**src/rtl/ctrl_unit.sv**
```systemverilog
// ctrl_unit: instruction sequencer for data_path.
//
// The sequencer takes one instruction at a time from a synchronous instruction
// memory addressed by the datapath PC. For each instruction it:
//   - fetches and decodes it,
//   - pulses the datapath,
//   - waits for the ALU to finish,
//   - writes the result back,
//   - then increments or loads the PC.
// After start it keeps running until it reaches a HALT, an illegal opcode or an
// ALU timeout.
//
// Ports
//   clk          clock; all state changes on the rising edge
//   rst          asynchronous, active-high reset
//   start        begins execution; sampled only in IDLE
//   instr[15:0]  imem read data, valid one cycle after the PC changes
//   alu_done     ALU completion (data_path en_out)
//   dp_en        one-cycle enable pulse to data_path
//   en_pc_pulse  one-cycle PC update strobe
//   pc_ctrl[1:0] 00 hold, 01 load offset_addr, 10 increment
//   offset_addr  jump target
//   offset       immediate operand
//   rd, rs       register selects
//   reg_en[3:0]  one-hot writeback enable for rd (one-cycle pulse)
//   alu_func     000 PASS_B, 001 ADD, 010 SUB, 011 AND, 100 OR, 101 XOR
//   alu_in_sel   1 = immediate drives alu_b
//   busy         high in every state except IDLE and HALTED
//   halted       high in HALTED
//   err          sticky error flag (illegal opcode or ALU timeout)
module ctrl_unit #(
    parameter int unsigned DWIDTH  = 16,
    parameter int unsigned TIMEOUT = 15
) (
    input  logic        clk,
    input  logic        rst,
    input  logic        start,
    input  logic [15:0] instr,
    input  logic        alu_done,
    output logic        dp_en,
    output logic        en_pc_pulse,
    output logic [1:0]  pc_ctrl,
    output logic [7:0]  offset_addr,
    output logic [7:0]  offset,
    output logic [1:0]  rd,
    output logic [1:0]  rs,
    output logic [3:0]  reg_en,
    output logic [2:0]  alu_func,
    output logic        alu_in_sel,
    output logic        busy,
    output logic        halted,
    output logic        err
);

    typedef enum logic [2:0] {
        S_IDLE,
        S_FETCH,
        S_DECODE,
        S_EXEC,
        S_WAIT_ALU,
        S_WB,
        S_PC_UPD,
        S_HALTED
    } state_e;

    typedef enum logic [3:0] {
        OP_NOP  = 4'h0,
        OP_MOV  = 4'h1,
        OP_MVI  = 4'h2,
        OP_ADD  = 4'h3,
        OP_ADDI = 4'h4,
        OP_SUB  = 4'h5,
        OP_SUBI = 4'h6,
        OP_AND  = 4'h7,
        OP_OR   = 4'h8,
        OP_XOR  = 4'h9,
        OP_JMP  = 4'hA,
        OP_HALT = 4'hF
    } op_e;

    typedef enum logic [2:0] {
        F_PASS_B = 3'b000,
        F_ADD    = 3'b001,
        F_SUB    = 3'b010,
        F_AND    = 3'b011,
        F_OR     = 3'b100,
        F_XOR    = 3'b101
    } func_e;

    localparam logic [1:0] PC_HOLD = 2'b00;
    localparam logic [1:0] PC_LOAD = 2'b01;
    localparam logic [1:0] PC_INC  = 2'b10;

    // Last counter value in WAIT_ALU before giving up: WAIT_ALU lasts at most TIMEOUT cycles.
    localparam logic [3:0] CNT_LAST = 4'(TIMEOUT - 1);

    function automatic func_e func_of(input op_e op);
        func_e f;
        f = F_PASS_B;
        case (op)
            OP_ADD, OP_ADDI: f = F_ADD;
            OP_SUB, OP_SUBI: f = F_SUB;
            OP_AND:          f = F_AND;
            OP_OR:           f = F_OR;
            OP_XOR:          f = F_XOR;
            default:         f = F_PASS_B;
        endcase
        return f;
    endfunction

    state_e      state_q;
    logic [3:0]  cnt_q;
    logic [1:0]  rd_q;
    logic [1:0]  rs_q;
    logic [7:0]  imm_q;
    func_e       alu_func_q;
    logic        alu_in_sel_q;
    logic        dp_en_q;
    logic        en_pc_q;
    logic [1:0]  pc_ctrl_q;
    logic [3:0]  reg_en_q;
    logic        busy_q;
    logic        halted_q;
    logic        err_q;

    op_e op_w;
    assign op_w = op_e'(instr[15:12]);

    // Outputs are registered. Each strobe is set on the edge that enters its
    // state and is cleared by default on every other edge. That makes every
    // strobe last exactly one cycle. An asynchronous reset clears them at once.
    always_ff @(posedge clk or posedge rst) begin
        if (rst) begin
            state_q      <= S_IDLE;
            cnt_q        <= '0;
            rd_q         <= '0;
            rs_q         <= '0;
            imm_q        <= '0;
            alu_func_q   <= F_PASS_B;
            alu_in_sel_q <= 1'b0;
            dp_en_q      <= 1'b0;
            en_pc_q      <= 1'b0;
            pc_ctrl_q    <= PC_HOLD;
            reg_en_q     <= '0;
            busy_q       <= 1'b0;
            halted_q     <= 1'b0;
            err_q        <= 1'b0;
        end else begin
            dp_en_q   <= 1'b0;
            en_pc_q   <= 1'b0;
            pc_ctrl_q <= PC_HOLD;
            reg_en_q  <= '0;

            case (state_q)
                S_IDLE: begin
                    if (start) begin
                        state_q <= S_FETCH;
                        busy_q  <= 1'b1;
                    end
                end

                S_FETCH: state_q <= S_DECODE;

                S_DECODE: begin
                    rd_q         <= instr[11:10];
                    rs_q         <= instr[9:8];
                    imm_q        <= instr[7:0];
                    alu_func_q   <= F_PASS_B;
                    alu_in_sel_q <= 1'b0;
                    case (op_w)
                        OP_NOP: begin
                            en_pc_q   <= 1'b1;
                            pc_ctrl_q <= PC_INC;
                            state_q   <= S_PC_UPD;
                        end
                        OP_JMP: begin
                            en_pc_q   <= 1'b1;
                            pc_ctrl_q <= PC_LOAD;
                            state_q   <= S_PC_UPD;
                        end
                        OP_HALT: begin
                            busy_q   <= 1'b0;
                            halted_q <= 1'b1;
                            state_q  <= S_HALTED;
                        end
                        OP_MOV, OP_MVI, OP_ADD, OP_ADDI, OP_SUB,
                        OP_SUBI, OP_AND, OP_OR, OP_XOR: begin
                            alu_func_q   <= func_of(op_w);
                            alu_in_sel_q <= (op_w == OP_MVI) || (op_w == OP_ADDI) ||
                                            (op_w == OP_SUBI);
                            dp_en_q      <= 1'b1;
                            state_q      <= S_EXEC;
                        end
                        default: begin
                            err_q    <= 1'b1;
                            busy_q   <= 1'b0;
                            halted_q <= 1'b1;
                            state_q  <= S_HALTED;
                        end
                    endcase
                end

                S_EXEC: begin
                    cnt_q   <= '0;
                    state_q <= S_WAIT_ALU;
                end

                // If done arrives in the last allowed cycle, it still wins over the timeout.
                S_WAIT_ALU: begin
                    if (alu_done) begin
                        reg_en_q <= 4'b0001 << rd_q;
                        state_q  <= S_WB;
                    end else if (cnt_q == CNT_LAST) begin
                        cnt_q    <= cnt_q + 4'd1;
                        err_q    <= 1'b1;
                        busy_q   <= 1'b0;
                        halted_q <= 1'b1;
                        state_q  <= S_HALTED;
                    end else begin
                        cnt_q <= cnt_q + 4'd1;
                    end
                end

                S_WB: begin
                    en_pc_q   <= 1'b1;
                    pc_ctrl_q <= PC_INC;
                    state_q   <= S_PC_UPD;
                end

                S_PC_UPD: state_q <= S_FETCH;

                S_HALTED: state_q <= S_HALTED;

                default: state_q <= S_IDLE;
            endcase
        end
    end

    // The immediate goes to the ALU, so it is zero-filled if the datapath is narrower than 8 bits.
    if (DWIDTH >= 8) begin : g_imm_full
        assign offset = imm_q;
    end else begin : g_imm_narrow
        assign offset = {{(8 - DWIDTH){1'b0}}, imm_q[DWIDTH-1:0]};
    end

    assign offset_addr = imm_q;
    assign rd          = rd_q;
    assign rs          = rs_q;
    assign alu_func    = alu_func_q;
    assign alu_in_sel  = alu_in_sel_q;
    assign dp_en       = dp_en_q;
    assign en_pc_pulse = en_pc_q;
    assign pc_ctrl     = pc_ctrl_q;
    assign reg_en      = reg_en_q;
    assign busy        = busy_q;
    assign halted      = halted_q;
    assign err         = err_q;

endmodule

```
**config.mk**
```make
export PLATFORM = sky130hd
export DESIGN_NAME = ctrl_unit
export DESIGN_NICKNAME = d
export VERILOG_FILES = /design/src/rtl/ctrl_unit.sv
export SDC_FILE = /design/constraint.sdc
export NUM_CORES = 1
export LEC_CHECK = 0
export BUFFER_PORTS_ARGS = -buffer_cell sky130_fd_sc_hd__buf_2
export CAP_MARGIN = 20
export CORE_MARGIN = 8
export CORE_UTILIZATION = 37
export CTS_CLUSTER_SIZE = 14
export DETAILED_ROUTE_END_ITERATION = 8
export GPL_TIMING_DRIVEN = 0
export HOLD_SLACK_MARGIN = 0.12
export PLACE_DENSITY = 0.59
export SYNTH_ARGS = -nofsm -noshare
export SYNTH_HDL_FRONTEND = slang
export SYNTH_SLANG_ARGS = --single-unit
```
**constraint.sdc**
```tcl
create_clock -name clk -period 3 [get_ports clk]
set_clock_uncertainty 0.1 [all_clocks]
set_input_delay 0.3 -clock clk [delete_from_list [all_inputs] [get_ports clk]]
set_output_delay 0.3 -clock clk [all_outputs]
set_load 0.01 [all_outputs]
```
### Yosys cells after proc, flatten, opt, wreduce, memory -nomap -nowiden

Cells that the tools add are included.

* shift-type cells: 1
* add/sub/neg operators: 1
* muxes and demuxes: 29
* reduce and logical (&&, ||, !) cells: 18
* equality and inequality tests: 25

Operators by type and width (number)
* $pmux W3 S8: 1
* $eq A4 B4 Y1 const B: 5
* $eq A4 B3 Y1 const B: 4
* $pmux W3 S5: 1
* $eq A3 B3 Y1 const B: 4
* $mux W1: 12
* $mux W3: 4
* $mux W4: 3
* $reduce_or A12 Y1: 1
* $reduce_or A11 Y1: 1
* $ne A2 B2 Y1 const B: 5
* $reduce_or A9 Y1: 1
* $eq A4 B2 Y1 const B: 2
* $pmux W2 S2: 2
* $pmux W4 S2: 1
* $reduce_and A4 Y1: 2
* $eq A3 B2 Y1 const B: 2
* $pmux W1 S2: 3
* $pmux W3 S2: 1
* $reduce_or A2 Y1: 3
* $reduce_and A5 Y1: 1
* $add A4 B1 Y4 const B: 1
* $eq A4 B1 Y1 const B: 1
* $logic_not A4 Y1: 1
* 9 further kinds: 12

* input bits: 20
* output and inout bits: 35
* register bits: 34

### Depth between registers and ports, before layout

* depth in word-level cells: 4
* gate-level depth with buffers: 6

### Worst setup path before layout

Ideal clock, no wire load.

* kind: register -> register
* start point: register state_q[0]
* end point: register pc_ctrl_q[1] (netlist: pc_ctrl[1])
* arrival time: 1.491 ns
* period minus slack after synthesis: 1.683 ns
* slack: 1.317 ns
* cell stages (with the launch flop): 6
* cells stage by stage: dfrtp_1 buf_6 or3b_1 buf_6 or3_4 o31ai_2

* cells in the longest elaborated chain, start to end: 2
* elaborated cells on any way between the ends: 3
* classes of those cells: eq/ne (2); mux (1)

Ends and longest elaborated chain
* start, declared: RTL line 111 `state_e state_q;`
* start signal, assigned: RTL line 134 `state_q <= S_IDLE;`
* start signal, assigned: RTL line 157 `state_q <= S_FETCH;`
* start signal, assigned: RTL line 162 `S_FETCH: state_q <= S_DECODE;`
* $eq A3 B3 Y1 / $eq A3 B2 Y1 (equally long branches): RTL line 154 `case (state_q)`
* $pmux W2 S2 (*): RTL line 154
* end signal, assigned: RTL line 151 `pc_ctrl_q <= PC_HOLD;`
* end signal, assigned: RTL line 173 `pc_ctrl_q <= PC_INC;`
* end signal, assigned: RTL line 178 `pc_ctrl_q <= PC_LOAD;`
* end, declared: RTL line 120 `logic [1:0] pc_ctrl_q;`

Every way passes the cells marked *; elsewhere a longest branch is shown, timed or not.
A chain may end at the register's enable or synchronous reset.

### Final worst setup path

* start point: register state_q[2]
* end point: register rs_q[1] (netlist: rs[1])

* cells in the longest elaborated chain, start to end: 1

Ends and longest elaborated chain
* $eq A3 B2 Y1: RTL line 154
* end signal, assigned: RTL line 166 `rs_q <= instr[9:8];`
* end, declared: RTL line 114 `logic [1:0] rs_q;`

Every way passes these cells.

==> flow_summary.yaml <==
route:
  ant_nets: 0
  detailroute.via_count: 1402
  via_to_cell_ratio: 4.80
  initialDrtViolationCount: 61
  drt_first_pass_iters: 4
  routed_wire_length_per_instance_um: 13.9
  route.detailed.drc: 0
  total_wire_length_um: 4060
placement:
  routabilityCongestion: 0.784
  portBuffers: 51
  place_inst: 272
  hpwl_dp_um: 2940
cells_and_area:
  mostFrequentLayoutCell: "sky130_fd_sc_hd__buf_2"
  area_growth_from_synthesis_to_layout_pct: 34.7
  final_cell_mix: "52 x sky130_fd_sc_hd__buf_2, 44 x sky130_fd_sc_hd__nand2_1, 34 x sky130_fd_sc_hd__dfrtp_1"
  fillerInstances: 400
  finish.cell_count_without_fillers: 292
  seqCellArea_sq_um: 851
  antenna-diode-count: 0
  final_layout_size_suffix_gt1_frac: 0.313
  nets: 261
  multiInputGateArea_sq_um: 616
critical_path:
  worst-path-stages: 5
  timing.critical_path.slowest_cell_delay_ns: 0.56
  worst_setup_path_end_kind: "flop"
  cpLargestDelayFamily: "simple AND/OR/NAND/NOR gates"
  timing.critical_path.buf_inv: 2
  critPathMaxFanout: 10
  critPathSlowestCell: "sky130_fd_sc_hd__nor3b_2"
  critPathLaunchType: "flop"
  reg2reg_depth: 5
  worstPathArrival_ns: 1.94
  critical_path.most_common_cell: "sky130_fd_sc_hd__nand2_1"
  cp.required_ns: 3.12
  criticalPathCategory: "reg2reg"
  cell_breakdown_of_the_critical_path: "buf_2, nor3b_2, clkbuf_1, nand2_1, nand2_1"
clock_tree:
  worst_skew_pair.late_latency_ns: 0.29
  cts_inserted_buffers: 5
  numClockSinks: 34
  cts_tree: "done"
  path_clk_slew_ns: 0.07
  cts-htree-levels: 2
  clock-root-buffer: "sky130_fd_sc_hd__clkbuf_8"
  clock_tree.buffer_depth: 2
  postCtsSetupBuffers: 0
global_route:
  grt_first_pass_wirelength_um: 6510
  grt_pass1_vias: 1394
  groute.usage.overall: 0.124
  grt_antenna_before_repair: 0
  total_congestion_overflow: 0
  grt_max_degree: 19
pwr:
  worst_ir_drop_vdd_uv: 373
  power.density_nw_per_um2: 939
  leakage_nw: 1.12
hold_path:
  hold_path.class: "in2reg"
  hold-path-cell-count: 3
floorplan:
  ioPinCount: 55
  die-height_um: 82.0
  floorplan.die.width_um: 82.0
  std_cell_rows: 24
  floorplan.initialDensity: 0.378
  floorplan.die_area_sq_um: 6720
  placeableCoreArea_sq_um: 4260
yosys:
  count_of_distinct_cell_types_in_the_synthesized_netlist: 39
  ys_seq_area_frac: 0.528
  share_of_flip_flops_with_an_asynchronous_set_or_reset: 1.00
  yosys_most_used_dff: "sky130_fd_sc_hd__dfrtp_1"
  synth.cell_area_sq_um: 1610
  post_synthesis_sequential_element_count: 34
  netlist_instances: 168
  synth_nets: 190
  ys.warnings.count: 0
  number_of_enable_flip_flop_cells_after_synthesis: 0
  syn_avg_cell_area_sq_um: 9.59
sta:
  relSlewSlack: 0.451
  totalNegativeSetupSlack_ns: 0
  setup_viol: 0
  timing.final.max_slew_violations: 0
  grt_setup_unrepaired: "false"
  final.min_clock_period_ns: 1.82
  tightestPinTransition_ns: 0.823
  timing.final.crit_share: 0.607
  finalHoldViolCount: 0
  max_freq_mhz: 550
flow_run:
  max-cap-violations: 0
outcome:
  outcome: "finished, final reports clean"
==> state kept, by name, summed over array words and instances (netlist names), 2 cells and up <==
signal,count
rd,2
reg_en,4
cnt_q,4
alu_func,3
rs,2
pc_ctrl,2
state_q,3
offset,8
==> final cells by class <==
class / instances / area share
Sequential cell: 34 / 0.392
Timing Repair Buffer: 64 / 0.186
Multi-Input combinational cell: 108 / 0.284
Clock buffer: 7 / 0.0398
Tap cell: 52 / 0.0300
Buffer: 18 / 0.0525
Clock inverter: 1 / 0.00231
Inverter: 8 / 0.0138
==> worst min-delay path, stage by stage <==
cell	delay, ns
sky130_fd_sc_hd__buf_2	0.08
sky130_fd_sc_hd__nand2_1	0.04
sky130_fd_sc_hd__o21ai_0	0.07
==> worst paths after layout <==
path	from	slack [ns]	end
worst max-delay path	state_q[2]	1.18	rs[1]
worst min-delay path	instr[11]	0.14	rd[1]
worst max register to register	state_q[2]	1.18	rs[1]
max in group asynchronous	rst	1.62	state_q[0]
min in group asynchronous	rst	0.61	reg_en[0]
worst min register to register	halted	0.36	halted
==> power by group <==
part	internal [mW]	switching (mW)	leakage (nW)
clock	0.185	0.165	0.0482
combinational	0.421	0.519	0.644
sequential	0.636	0.112	0.432
total	1.24	0.795	1.12
==> cell usage after synthesis, types with 2 or more instances <==
cell                        n  area, sq um
sky130_fd_sc_hd__ha_1       2         25.0
sky130_fd_sc_hd__buf_4      8         60.1
sky130_fd_sc_hd__a221o_1    2         20.0
sky130_fd_sc_hd__nor3b_1    2         15.0
sky130_fd_sc_hd__a311oi_1   4         35.0
sky130_fd_sc_hd__inv_1      8         30.0
sky130_fd_sc_hd__o21ai_0    3         15.0
sky130_fd_sc_hd__o21ai_1    2         10.0
sky130_fd_sc_hd__nor2_1    10         37.5
sky130_fd_sc_hd__nand3_1    4         20.0
sky130_fd_sc_hd__o311ai_0   2         17.5
sky130_fd_sc_hd__clkbuf_1   7         26.3
sky130_fd_sc_hd__a21oi_1    8         40.0
sky130_fd_sc_hd__dfrtp_1   34          851
sky130_fd_sc_hd__nand2b_1   2         12.5
sky130_fd_sc_hd__nor4_1     2         12.5
sky130_fd_sc_hd__or3b_2     2         17.5
sky130_fd_sc_hd__nand2_1   44          165
sky130_fd_sc_hd__buf_6      2         22.5
==> layer usage <==
| metal | vias to the layer above | share of wire | track usage |
|---|---|---|---|
| met2 | 50 | 0.43 | 0.192 |
| met1 | 636 | 0.46 | 0.156 |
| met4 | 0 | 0.0089 | 0.0404 |
| li1 | 711 | - | - |
| met3 | 5 | 0.10 | 0.0481 |
| met5 | - | 0 | 0 |
==> metrics by stage <==
| step | util | instance area (sq um) | setup slack, ns | total power [mW] | hold slack, ns |
|---|---|---|---|---|---|
| 2_1_floorplan | - | 1610 | 1.32 | 1.35 | 0.305 |
| 3_3_place_gp | 0.453 | 1930 | 1.20 | 1.68 | 0.338 |
| 3_5_place_dp | 0.459 | 1960 | 1.18 | 1.70 | 0.342 |
| 4_1_cts | 0.509 | 2170 | 1.16 | 2.06 | 0.138 |
| 5_1_grt | 0.509 | 2170 | 0.995 | 2.21 | 0.168 |
| 6_report | 0.509 | 2170 | 1.18 | 2.04 | 0.137 |
==> logic make-up after synthesis <==
family,count (synthesis),synth area share
AOI/OAI and AO/OA,28,0.124
xor gates and xnor gates,2,0.0109
adders and majority gates,2,0.0155
buffers and inverters,26,0.0894
DFF,34,0.528
muxes,1,0.00622
and+or+nand+nor,75,0.225
==> repair_timing <==
action                    in CTS  in global routing
resized for setup              0                  0
hold buffers                  12                  0
hold endpoints to repair      28                  0
No activity file was read; power rests on OpenSTA's default activity.
